==> src/rtl/vga_timing_ctrl_if.sv <==
// Pixel request/response bus between the VGA timing controller (master)
// and the upstream pixel generator (slave).
interface vga_timing_ctrl_if;
    logic [9:0]  pix_x;
    logic [9:0]  pix_y;
    logic [15:0] pix_data;

    modport master (output pix_x, output pix_y, input  pix_data);
    modport slave  (input  pix_x, input  pix_y, output pix_data);
endinterface

==> src/rtl/vga_timing_ctrl.sv <==
// 640x480@60 VGA raster timing with one-cycle-ahead pixel requests.
// Optional frame counter enabled by defining VGA_FRAME_CNT_EN.
module vga_timing_ctrl #(
    parameter int unsigned H_SYNC   = 96,
    parameter int unsigned H_BACK   = 40,
    parameter int unsigned H_LEFT   = 8,
    parameter int unsigned H_VALID  = 640,
    parameter int unsigned H_RIGHT  = 8,
    parameter int unsigned H_FRONT  = 8,
    parameter int unsigned V_SYNC   = 2,
    parameter int unsigned V_BACK   = 25,
    parameter int unsigned V_TOP    = 8,
    parameter int unsigned V_VALID  = 480,
    parameter int unsigned V_BOTTOM = 8,
    parameter int unsigned V_FRONT  = 2
) (
    input  logic              vga_clk,
    input  logic              sys_rst_n,
    vga_timing_ctrl_if.master pix_if,
    output logic              hsync,
    output logic              vsync,
    output logic [15:0]       rgb,
    output logic [15:0]       frame_cnt
);

    localparam int unsigned H_TOT = H_SYNC + H_BACK + H_LEFT + H_VALID + H_RIGHT + H_FRONT;
    localparam int unsigned V_TOT = V_SYNC + V_BACK + V_TOP + V_VALID + V_BOTTOM + V_FRONT;
    localparam int unsigned H_ST  = H_SYNC + H_BACK + H_LEFT;
    localparam int unsigned V_ST  = V_SYNC + V_BACK + V_TOP;

    localparam logic [9:0] H_LAST      = 10'(H_TOT - 1);
    localparam logic [9:0] V_LAST      = 10'(V_TOT - 1);
    localparam logic [9:0] H_SYNC_END  = 10'(H_SYNC);
    localparam logic [9:0] V_SYNC_END  = 10'(V_SYNC);
    localparam logic [9:0] H_START     = 10'(H_ST);
    localparam logic [9:0] H_STOP      = 10'(H_ST + H_VALID);
    localparam logic [9:0] H_REQ_START = 10'(H_ST - 1);
    localparam logic [9:0] H_REQ_STOP  = 10'(H_ST + H_VALID - 1);
    localparam logic [9:0] V_START     = 10'(V_ST);
    localparam logic [9:0] V_STOP      = 10'(V_ST + V_VALID);

    logic [9:0] cnt_h_q, cnt_h_d;
    logic [9:0] cnt_v_q, cnt_v_d;
    logic       line_end;
    logic       v_win;
    logic       rgb_valid;
    logic       pix_data_req;

    always_comb begin
        line_end = (cnt_h_q == H_LAST);
        cnt_h_d  = line_end ? 10'd0 : cnt_h_q + 10'd1;
        cnt_v_d  = cnt_v_q;
        if (line_end) begin
            cnt_v_d = (cnt_v_q == V_LAST) ? 10'd0 : cnt_v_q + 10'd1;
        end
    end

    always_ff @(posedge vga_clk or negedge sys_rst_n) begin
        if (!sys_rst_n) begin
            cnt_h_q <= 10'd0;
            cnt_v_q <= 10'd0;
        end else begin
            cnt_h_q <= cnt_h_d;
            cnt_v_q <= cnt_v_d;
        end
    end

    // Request window leads the active window by one clock so the
    // upstream register lines its data up with rgb_valid.
    always_comb begin
        v_win        = (cnt_v_q >= V_START) && (cnt_v_q < V_STOP);
        rgb_valid    = v_win && (cnt_h_q >= H_START) && (cnt_h_q < H_STOP);
        pix_data_req = v_win && (cnt_h_q >= H_REQ_START) && (cnt_h_q < H_REQ_STOP);
    end

    assign hsync        = (cnt_h_q < H_SYNC_END);
    assign vsync        = (cnt_v_q < V_SYNC_END);
    assign pix_if.pix_x = pix_data_req ? cnt_h_q - H_REQ_START : 10'h3FF;
    assign pix_if.pix_y = pix_data_req ? cnt_v_q - V_START     : 10'h3FF;
    assign rgb          = rgb_valid ? pix_if.pix_data : 16'h0000;

`ifdef VGA_FRAME_CNT_EN
    logic        frame_end;
    logic [15:0] frame_cnt_q, frame_cnt_d;

    always_comb begin
        frame_end   = line_end && (cnt_v_q == V_LAST);
        frame_cnt_d = frame_end ? frame_cnt_q + 16'd1 : frame_cnt_q;
    end

    always_ff @(posedge vga_clk or negedge sys_rst_n) begin
        if (!sys_rst_n) frame_cnt_q <= 16'h0000;
        else            frame_cnt_q <= frame_cnt_d;
    end

    assign frame_cnt = frame_cnt_q;
`else
    assign frame_cnt = 16'h0000;
`endif

endmodule
==> src/flat_wrapper.sv <==
// flat-port wrapper written by rule: the top's interface ports become plain ports
module vga_timing_ctrl_flat 
#(
    parameter int unsigned H_SYNC   = 96,
    parameter int unsigned H_BACK   = 40,
    parameter int unsigned H_LEFT   = 8,
    parameter int unsigned H_VALID  = 640,
    parameter int unsigned H_RIGHT  = 8,
    parameter int unsigned H_FRONT  = 8,
    parameter int unsigned V_SYNC   = 2,
    parameter int unsigned V_BACK   = 25,
    parameter int unsigned V_TOP    = 8,
    parameter int unsigned V_VALID  = 480,
    parameter int unsigned V_BOTTOM = 8,
    parameter int unsigned V_FRONT  = 2
)
  (vga_clk, sys_rst_n, hsync, vsync, rgb, frame_cnt, pix_if_pix_x, pix_if_pix_y, pix_if_pix_data);
  vga_timing_ctrl_if pix_if_i ();
  input  logic vga_clk;
  input  logic sys_rst_n;
  output logic hsync;
  output logic vsync;
  output logic [15:0] rgb;
  output logic [15:0] frame_cnt;
  output wire logic [$bits(pix_if_i.pix_x)-1:0] pix_if_pix_x;
  output wire logic [$bits(pix_if_i.pix_y)-1:0] pix_if_pix_y;
  input wire logic [$bits(pix_if_i.pix_data)-1:0] pix_if_pix_data;
  assign pix_if_pix_x = pix_if_i.pix_x;
  assign pix_if_pix_y = pix_if_i.pix_y;
  assign pix_if_i.pix_data = pix_if_pix_data;
  vga_timing_ctrl #(.H_SYNC(H_SYNC), .H_BACK(H_BACK), .H_LEFT(H_LEFT), .H_VALID(H_VALID), .H_RIGHT(H_RIGHT), .H_FRONT(H_FRONT), .V_SYNC(V_SYNC), .V_BACK(V_BACK), .V_TOP(V_TOP), .V_VALID(V_VALID), .V_BOTTOM(V_BOTTOM), .V_FRONT(V_FRONT)) u_core (.vga_clk(vga_clk), .sys_rst_n(sys_rst_n), .pix_if(pix_if_i), .hsync(hsync), .vsync(vsync), .rgb(rgb), .frame_cnt(frame_cnt));
endmodule
==> config.mk <==
export PLATFORM = sky130hd
export DESIGN_NAME = vga_timing_ctrl_flat
export DESIGN_NICKNAME = d
export VERILOG_FILES = /design/src/rtl/vga_timing_ctrl_if.sv /design/src/rtl/vga_timing_ctrl.sv /design/src/flat_wrapper.sv
export SDC_FILE = /design/constraint.sdc
export NUM_CORES = 1
export LEC_CHECK = 0
export BUFFER_PORTS_ARGS = -buffer_cell sky130_fd_sc_hd__buf_2
export CAP_MARGIN = 40
export CORE_AREA = 2 2 80 82
export CTS_CLUSTER_SIZE = 8
export DETAILED_ROUTE_END_ITERATION = 10
export DIE_AREA = 0 0 82 84
export SYNTH_ARGS = -nofsm -noshare
export SYNTH_HDL_FRONTEND = slang
export SYNTH_SLANG_ARGS = --single-unit
==> constraint.sdc <==
create_clock -name vga_clk -period 6.3 [get_ports vga_clk]
set_input_delay 1.26 -clock vga_clk [delete_from_list [all_inputs] [get_ports vga_clk]]
set_output_delay 1.26 -clock vga_clk [all_outputs]
set_load 0.005 [all_outputs]
Word level (Yosys, flattened, before mapping). Index checks and enable logic that the tools add are counted.

Bits in registers: 20. Input port bits: 18. Output and inout port bits: 54. Word-level logic and storage cells: 26.

$add $sub $neg: 4. $lt $le $gt $ge: 8. Eq/ne operators: 2. Muxes and demuxes: 5. Reduce and logical (&&, ||, !) cells: 5.

Operator list (number): 2-to-1 mux 10 bit (4); less-than comparator 10 bit (second input constant) (3); adder 10 x 1 -> 10 bit (second input constant) (2); == test 10 bit (second input constant) (2); >= comparator 10 x 8 -> 1 bit (second input constant) (2); 2-to-1 mux 16 bit (1); >= comparator 10 x 6 -> 1 bit (second input constant) (1); less-than comparator 10 x 2 -> 1 bit (second input constant) (1); less-than comparator 10 x 7 -> 1 bit (second input constant) (1); subtractor 10 x 6 -> 10 bit (second input constant) (1); subtractor 10 x 8 -> 10 bit (second input constant) (1); logical AND 1 bit (5).

Depth between registers and ports, before layout. Gate-level depths: netlist of run 1.

Depth in word-level cells: 5. Gate-level depth with buffers: 7. Depth with buffers taken out: 6.

Least setup slack after synthesis of run 1. No wires, ideal clock.

Path type: register to output. From: reg u_core.cnt_v_q[0]. To: out rgb[10]. Data arrival time: 1.815 ns. Data required time: 5.040 ns. Slack: 3.225 ns. Cell stages (with the launch flop): 8. Path buffers: 2. Cell sequence: dfrtp_1 -> ha_1 -> clkbuf_1 -> o41ai_1 -> a21o_1 -> a221oi_4 -> buf_6 -> and2_1.

Longest elaborated chain between the ends: 5. Elaborated cells on any way between the ends: 6. Classes of those cells: order compare: 2; mux: 1; reduce/logical: 3.

Ends and longest elaborated chain: from (decl) (line vga_timing_ctrl.sv:43) `logic [9:0] cnt_v_q, cnt_v_d;`; from (signal assigned) (line vga_timing_ctrl.sv:64) `cnt_v_q <= cnt_v_d;`; >= comparator 10 x 6 -> 1 bit / less-than comparator 10 bit (equally long branches) (line vga_timing_ctrl.sv:71) `v_win = (cnt_v_q >= V_START) && (cnt_v_q < V_STOP);`; logical AND 1 bit * (line vga_timing_ctrl.sv:71); logical AND 1 bit * (2 in a row) (line vga_timing_ctrl.sv:72) `rgb_valid = v_win && (cnt_h_q >= H_START) && (cnt_h_q < H_STOP);`; 2-to-1 mux 16 bit * (line vga_timing_ctrl.sv:80) `assign rgb = rgb_valid ? pix_if.pix_data : 16'h0000;`; to (decl) (line flat_wrapper.sv:23) `output logic [15:0] rgb;`.

Mark *: on every way between the ends. The rest lies on a longest branch, timed or not.

Worst setup path in the final report of run 1.
From: reg u_core.cnt_v_q[0]. To: out pix_if_pix_y[4].

Longest elaborated chain between the ends: 5. Elaborated cells on any way between the ends: 7. Classes of those cells: add/sub: 1; order compare: 2; mux: 1; reduce/logical: 3.

Ends and longest elaborated chain: >= comparator 10 x 6 -> 1 bit / less-than comparator 10 bit (equally long branches) (line vga_timing_ctrl.sv:71); logical AND 1 bit (line vga_timing_ctrl.sv:71); logical AND 1 bit (2 in a row) (line vga_timing_ctrl.sv:73) `pix_data_req = v_win && (cnt_h_q >= H_REQ_START) && (cnt_h_q < H_REQ_STOP);`; 2-to-1 mux 10 bit * (line vga_timing_ctrl.sv:79) `assign pix_if.pix_y = pix_data_req ? cnt_v_q - V_START : 10'h3FF;`; to (decl) (line flat_wrapper.sv:26) `output wire logic [$bits(pix_if_i.pix_y)-1:0] pix_if_pix_y;`.

Marks and branches as above.

==> results of run 1 <==
## flip-flops by register name, indices dropped and copies added, names as in the netlist
signal	cells
u_core.cnt_h_q	10
u_core.cnt_v_q	10
## power by group through the flow
stage          Clock, uW  Combinational (uW)  Sequential [uW]
6_report             103                9.42              128
5_1_grt              111                11.4              128
4_1_cts              107                9.65              128
3_5_place_dp           0                9.62              131
3_3_place_gp           0                9.45              131
2_1_floorplan          0                9.34              131
## layer usage
metal  vias to the layer above  routed length [um]  track usage
met4                         0                  46       0.0455
met3                         4                 314       0.0184
met5                         -                   0            0
met2                        74                2050        0.208
met1                       769                2040        0.172
li1                        786                   -            -
## cells in the mapped netlist (2+ instances only)
cell type,instances
nor2_1,9
xor2_1,5
buf_2,4
xnor2_1,13
nor4_1,2
buf_4,17
o21ai_0,9
nor3_1,6
o31ai_1,2
or4b_1,2
a21oi_1,6
nand2_1,11
dfrtp_1,20
nand3b_1,5
and2_1,17
ha_1,4
mux2i_1,2
buf_6,3
nand3_1,23
nand4_1,5
clkbuf_1,14
inv_1,7
or3_1,3
and3_1,2
## cells by family (layout without fill, tap and decap cells)
kind of cell / Yosys count / count (layout) / synth area share
AO/OA/AOI/OAI: 29 / 29 / 0.119
XOR/XNOR: 18 / 18 / 0.0895
adder cells (fa/ha/maj): 4 / 4 / 0.0284
buffers and inverters: 46 / 69 / 0.150
flip-flops: 20 / 20 / 0.284
multiplexers: 2 / 2 / 0.0114
other: 1 / 16 / 0.00213
AND/OR/NAND/NOR: 95 / 95 / 0.316
## worst paths after layout
| check | startpoint | endpoint | slack, ns | cells past startpoint |
|---|---|---|---|---|
| worst max register to register | u_core.cnt_h_q[0] | u_core.cnt_v_q[6] | 4.14 | 5 |
| max in group asynchronous | sys_rst_n | u_core.cnt_v_q[3] | 5.02 | 1 |
| worst max-delay path | u_core.cnt_v_q[0] | pix_if_pix_y[4] | 2.40 | 7 |
| worst min-delay path | u_core.cnt_h_q[0] | u_core.cnt_h_q[0] | 0.54 | 1 |
| min in group asynchronous | sys_rst_n | u_core.cnt_v_q[9] | 0.95 | 1 |
| worst min register to register | u_core.cnt_h_q[0] | u_core.cnt_h_q[0] | 0.54 | 1 |
## final cells by class
cell class / instances / area, um2 / share of cell area
inverters: 7 / 26.3 / 0.0129
repair buffers: 58 / 298 / 0.147
clock buffers: 4 / 55.1 / 0.0271
well taps: 77 / 96.3 / 0.0475
flip-flops and latches: 20 / 500 / 0.247
multi-input cells: 164 / 1050 / 0.519
## worst max-delay path, stage by stage (launching register included)
cell	delay, ns
dfrtp_1	0.43
ha_1	0.33
nor4_1	0.32
nand3_1	0.22
a21oi_1	0.49
buf_4	0.31
nand4b_1	0.14
buf_2	0.15
## through the flow
step	total power (uW)	std cells	area [um2]	hold slack (ns)	utilization
floorplan	140	230	1820	0.485	-
global placement	140	326	1970	0.523	0.324
detailed placement	140	326	1970	0.531	0.324
CTS	245	330	2030	0.543	0.333
global route	250	330	2030	0.559	0.333
finish	240	330	2030	0.537	0.333
## cell usage in the layout, fill, tap and decap left out, types with 2 or more instances in the layout
cell	n
dfrtp_1	20
mux2i_1	2
ha_1	4
o31ai_1	2
nor2_1	9
buf_2	55
xor2_1	5
nand2_1	11
buf_4	3
nand3_1	23
xnor2_1	13
nand4_1	5
or4b_1	2
or3_1	3
inv_1	7
and3_1	2
nor4_1	2
conb_1	16
o21ai_0	9
nand3b_1	5
clkbuf_8	4
nor3_1	6
and2_1	17
a21oi_1	6
==> impl_metrics.csv, run 1 <==
group,metric,value,unit
pwr,ir_worst_vdd,0.0000491,V
setup_path,setup.worst_path.start_class,"register",
timing,hold_violations,0,
die,initial_core_util,0.289,
detailed_routing,routedWlPerCell,13.5,um
cts,htreeDepth,1,
cts,insertion_delay,0.26,ns
global_route,grt_pass1_vias,1486,
cts,cts.sinks,20,
run_status,status,"finished clean",
setup_path,crit_arrival,2.64,ns
global_route,grt-ovfl-total,0,
detailed_routing,vias,1633,
logic_synthesis,netlist_area,1760,um2
pwr,comb_power_share,0.039,
die,rows,29,
detailed_routing,drc,0,
timing,final_max_slew_viol_count,0,
die,design.core.area,6100,um2
setup_path,endpoint_kind,"primary output",
final_layout,nets,276,
pwr,p_per_area,118,nW/um2
cts,post_cts_buffers,0,
die,die_area,6890,um2
timing,skew,0.00250,ns
cts,clock_path_buffers,2,
setup_path,cp.required,5.04,ns
global_route,grt_pass1_wl,7010,um
global_route,grt_max_degree,21,
detailed_routing,drt_pass1_iterations,4,
cts,tritoncts,"built",
logic_synthesis,async_flop_share,1.00,
logic_synthesis,synth_area_leaders,"dfrtp_1, buf_4, nand3_1, xnor2_1, and2_1",
cts,postCtsResizedCells,0,
pwr,clock_power_share,0.428,
logic_synthesis,ys_seq_area_frac,0.284,
final_layout,drive_gt1_frac,0.277,
die,die_y,84,um
timing,fin_tns_setup,0,ns
cts,clockRootBuffer,"clkbuf_8",
global_route,grtUsageTotal,0.129,
logic_synthesis,synth_top_area_frac,0.284,
detailed_routing,final_antenna_net_count,0,
logic_synthesis,ys_seq_elements,20,
logic_synthesis,synthFlopType,"dfrtp_1",
detailed_routing,drtIter0Drc,91,
placed_design,dp_hpwl,3260,um
cts,clkSlewWorstSetupHoldPaths,0.08,ns
placed_design,post-place-ws,2.72,ns
pwr,p_seq_frac,0.533,
final_layout,area_growth,15.2,%
timing,maxSlewHeadroom,0.577,
timing,fmax,256,MHz
die,die-width,82,um
setup_path,worstPathMaxFanout,14,
pwr,internal_power,188,uW
logic_synthesis,synth_largest_area_cell,"dfrtp_1",
final_layout,n_fill_cell,664,
logic_synthesis,ys_warn_count,0,
timing,rsz0062_at_grt,"no",
logic_synthesis,syn_area_per_cell,8.19,um2
placed_design,place_congestion,0.878,
cts,ctsHoldBuffers,0,
timing,worstMarginPinSlew,0.626,ns
setup_path,worst-setup-path-type,"reg2out",
final_layout,diodes,0,
job,maxCapViolCount,0,
pwr,p_leak,0.000994,uW
die,io-pin-count,72,
detailed_routing,vias_per_cell,4.95,
logic_synthesis,ys_types,48,
logic_synthesis,synthCells,215,
logic_synthesis,synth-edff-count,0,
timing,period_minus_slack,3.90,ns
global_route,antenna_found_initial,0,
worst_hold_path,hp-class,"reg2reg",
timing,setup_violations,0,
timing,min_period_over_period,0.619,
pwr,p_sw,52.8,uW
timing,setup_slack,2.40,ns
pwr,switching_share,0.220,
cts,cts-buffers-inserted,3,
placed_design,io_buffers,55,
detailed_routing,wl,4460,um
No activity file was read; power rests on OpenSTA's default activity.
==> run 2, diff against run 1 <==
Clock period 6.3 ns to 4 ns, I/O delays scaled along.
==> run 2 against run 1 <==
Sequential share of layout area is 0.20 points lower. Critical path depth unchanged. Total power increased by 76%. Clock skew is 0.0033 ns higher.
==> impl_metrics.csv, run 2 (synthesis results as in run 1) <==
group,metric,value,unit
final_layout,reg_top3,"u_core.cnt_h_q x10, u_core.cnt_v_q x10",
final_layout,drive_gt1_frac,0.277,
detailed_routing,routedWlPerCell,12.7,um
die,die_y,84,um
run_status,status,"finished clean",
cts,post_cts_buffers,0,
cts,postCtsResizedCells,0,
final_layout,seq_area,500,um2
global_route,grt_pass1_vias,1447,
die,die-width,82,um
timing,fmax,286,MHz
pwr,internal_power,341,uW
setup_path,cp_cell_sequence,"ha_1 -> nor4_1 -> nand3_1 -> a21oi_1 -> buf_4 -> o2111ai_1 -> buf_2",
setup_path,path_delay_family,"compound AO/OA/AOI/OAI gates",
pwr,clock_power_share,0.488,
timing,min_period_over_period,0.874,
worst_hold_path,hp-class,"in2async",
pwr,ir_worst_vdd,0.0000948,V
final_layout,diodes,0,
final_layout,finish.utilization,0.336,
die,die_area,6890,um2
detailed_routing,vias_per_cell,4.86,
cts,clock_path_buffers,2,
setup_path,max_stage_delay,0.60,ns
pwr,comb_power_share,0.035,
setup_path,crit_arrival,2.69,ns
timing,rsz0062_at_grt,"no",
global_route,grt-ovfl-total,0,
pwr,switching_share,0.194,
final_layout,n_fill_cell,657,
placed_design,io_buffers,55,
timing,period_minus_slack,3.49,ns
die,initial_core_util,0.289,
final_layout,most-common-layout-cells,"buf_2, nand3_1, dfrtp_1, and2_1, conb_1",
setup_path,worst-setup-path-type,"reg2out",
placed_design,dp_hpwl,3210,um
cts,ctsHoldBuffers,0,
detailed_routing,drc,0,
cts,tritoncts,"built",
final_layout,area_growth,16.1,%
die,io-pin-count,72,
setup_path,path_buf_inv,2,
die,rows,29,
cts,clkSlewWorstSetupHoldPaths,0.08,ns
timing,worst_hold_slack,0.480,ns
detailed_routing,drt_pass1_iterations,5,
timing,setup_violations,0,
setup_path,setup.worst_path.start_class,"register",
cts,htreeDepth,1,
global_route,antenna_found_initial,0,
cts,insertion_delay,0.26,ns
final_layout,final_common_cell,"buf_2",
pwr,p_total,424,uW
setup_path,endpoint_kind,"primary output",
cts,cts-buffers-inserted,3,
setup_path,slowest_stage,"a21oi_1",
die,design.core.area,6100,um2
timing,fin_tns_setup,0,ns
job,maxCapViolCount,0,
cts,clockRootBuffer,"clkbuf_8",
detailed_routing,vias,1605,
placed_design,place_congestion,0.863,
detailed_routing,drtIter0Drc,67,
timing,worstMarginPinSlew,0.659,ns
timing,final_max_slew_viol_count,0,
pwr,p_leak,0.00100,uW
setup_path,worstPathMaxFanout,12,
global_route,grt_max_degree,21,
detailed_routing,wl,4200,um
pwr,p_per_area,207,nW/um2
global_route,grtUsageTotal,0.126,
detailed_routing,final_antenna_net_count,0,
pwr,p_seq_frac,0.477,
final_layout,multi_input_area,1050,um2
timing,hold_violations,0,
timing,skew,0.00582,ns
global_route,grt_pass1_wl,6790,um
pwr,p_sw,82.3,uW
setup_path,cp.required,3.20,ns
final_layout,nets,276,
cts,cts.sinks,20,
timing,maxSlewHeadroom,0.555,
## run 2: cell count changes in the layout (fill, tap and decap cells not counted), sizes merged
| cell | change |
|---|---|
| clkbuf | -1 |
| bufinv | +1 |
## run 2: worst paths after layout
| path | endpoint | start | cells past startpoint | slack [ns] |
|---|---|---|---|---|
| worst max-delay path | pix_if_pix_x[6] | u_core.cnt_v_q[0] | 7 | 0.51 |
| worst min-delay path | u_core.cnt_h_q[7] | sys_rst_n | 1 | 0.48 |
| worst max register to register | u_core.cnt_v_q[6] | u_core.cnt_h_q[0] | 5 | 1.88 |
| worst min register to register | u_core.cnt_h_q[0] | u_core.cnt_h_q[0] | 1 | 0.55 |
| max in group asynchronous | u_core.cnt_v_q[4] | sys_rst_n | 1 | 3.19 |
| min in group vga_clk | u_core.cnt_h_q[0] | u_core.cnt_h_q[0] | 1 | 0.55 |
## run 2: metal layers
metal | global-route usage | up-vias | routed length, um
li1 | - | 783 | -
met1 | 0.170 | 743 | 1900
met2 | 0.203 | 73 | 1890
met3 | 0.0206 | 6 | 337
met4 | 0.0409 | 0 | 67
met5 | 0 | - | 0
## run 2: area by class of cell
| class | count | share of cell area |
|---|---|---|
| Multi-Input combinational cell | 164 | 0.515 |
| Sequential cell | 20 | 0.245 |
| Timing Repair Buffer | 58 | 0.146 |
| Tap cell | 77 | 0.0471 |
| Clock buffer | 3 | 0.0202 |
| Clock inverter | 1 | 0.0147 |
| Inverter | 7 | 0.0128 |
## run 2: power groups by stage
stage / Clock [uW] / Sequential (uW) / Combinational [uW]
2_1_floorplan: 0 / 206 / 14.7
3_3_place_gp: 0 / 206 / 15.1
3_5_place_dp: 0 / 206 / 15.2
4_1_cts: 213 / 202 / 15.3
5_1_grt: 225 / 202 / 18.0
6_report: 207 / 202 / 14.8
## run 2: worst register-to-register path: cells and delay by family, from the launching register on
kind | cells | cell delay, ns
flip-flops | 1 | 0.44
AND/OR/NAND/NOR | 3 | 1.25
AO/OA/AOI/OAI | 1 | 0.09
adder cells (fa/ha/maj) | 1 | 0.26
## run 2: per-stage QoR
stage	cell area (um2)	setup WS [ns]	std cells
floorplan	1820	1.38	230
global placement	1970	0.877	326
detailed placement	1970	0.810	326
CTS	2050	0.504	330
global route	2050	0.250	330
finish	2050	0.505	330
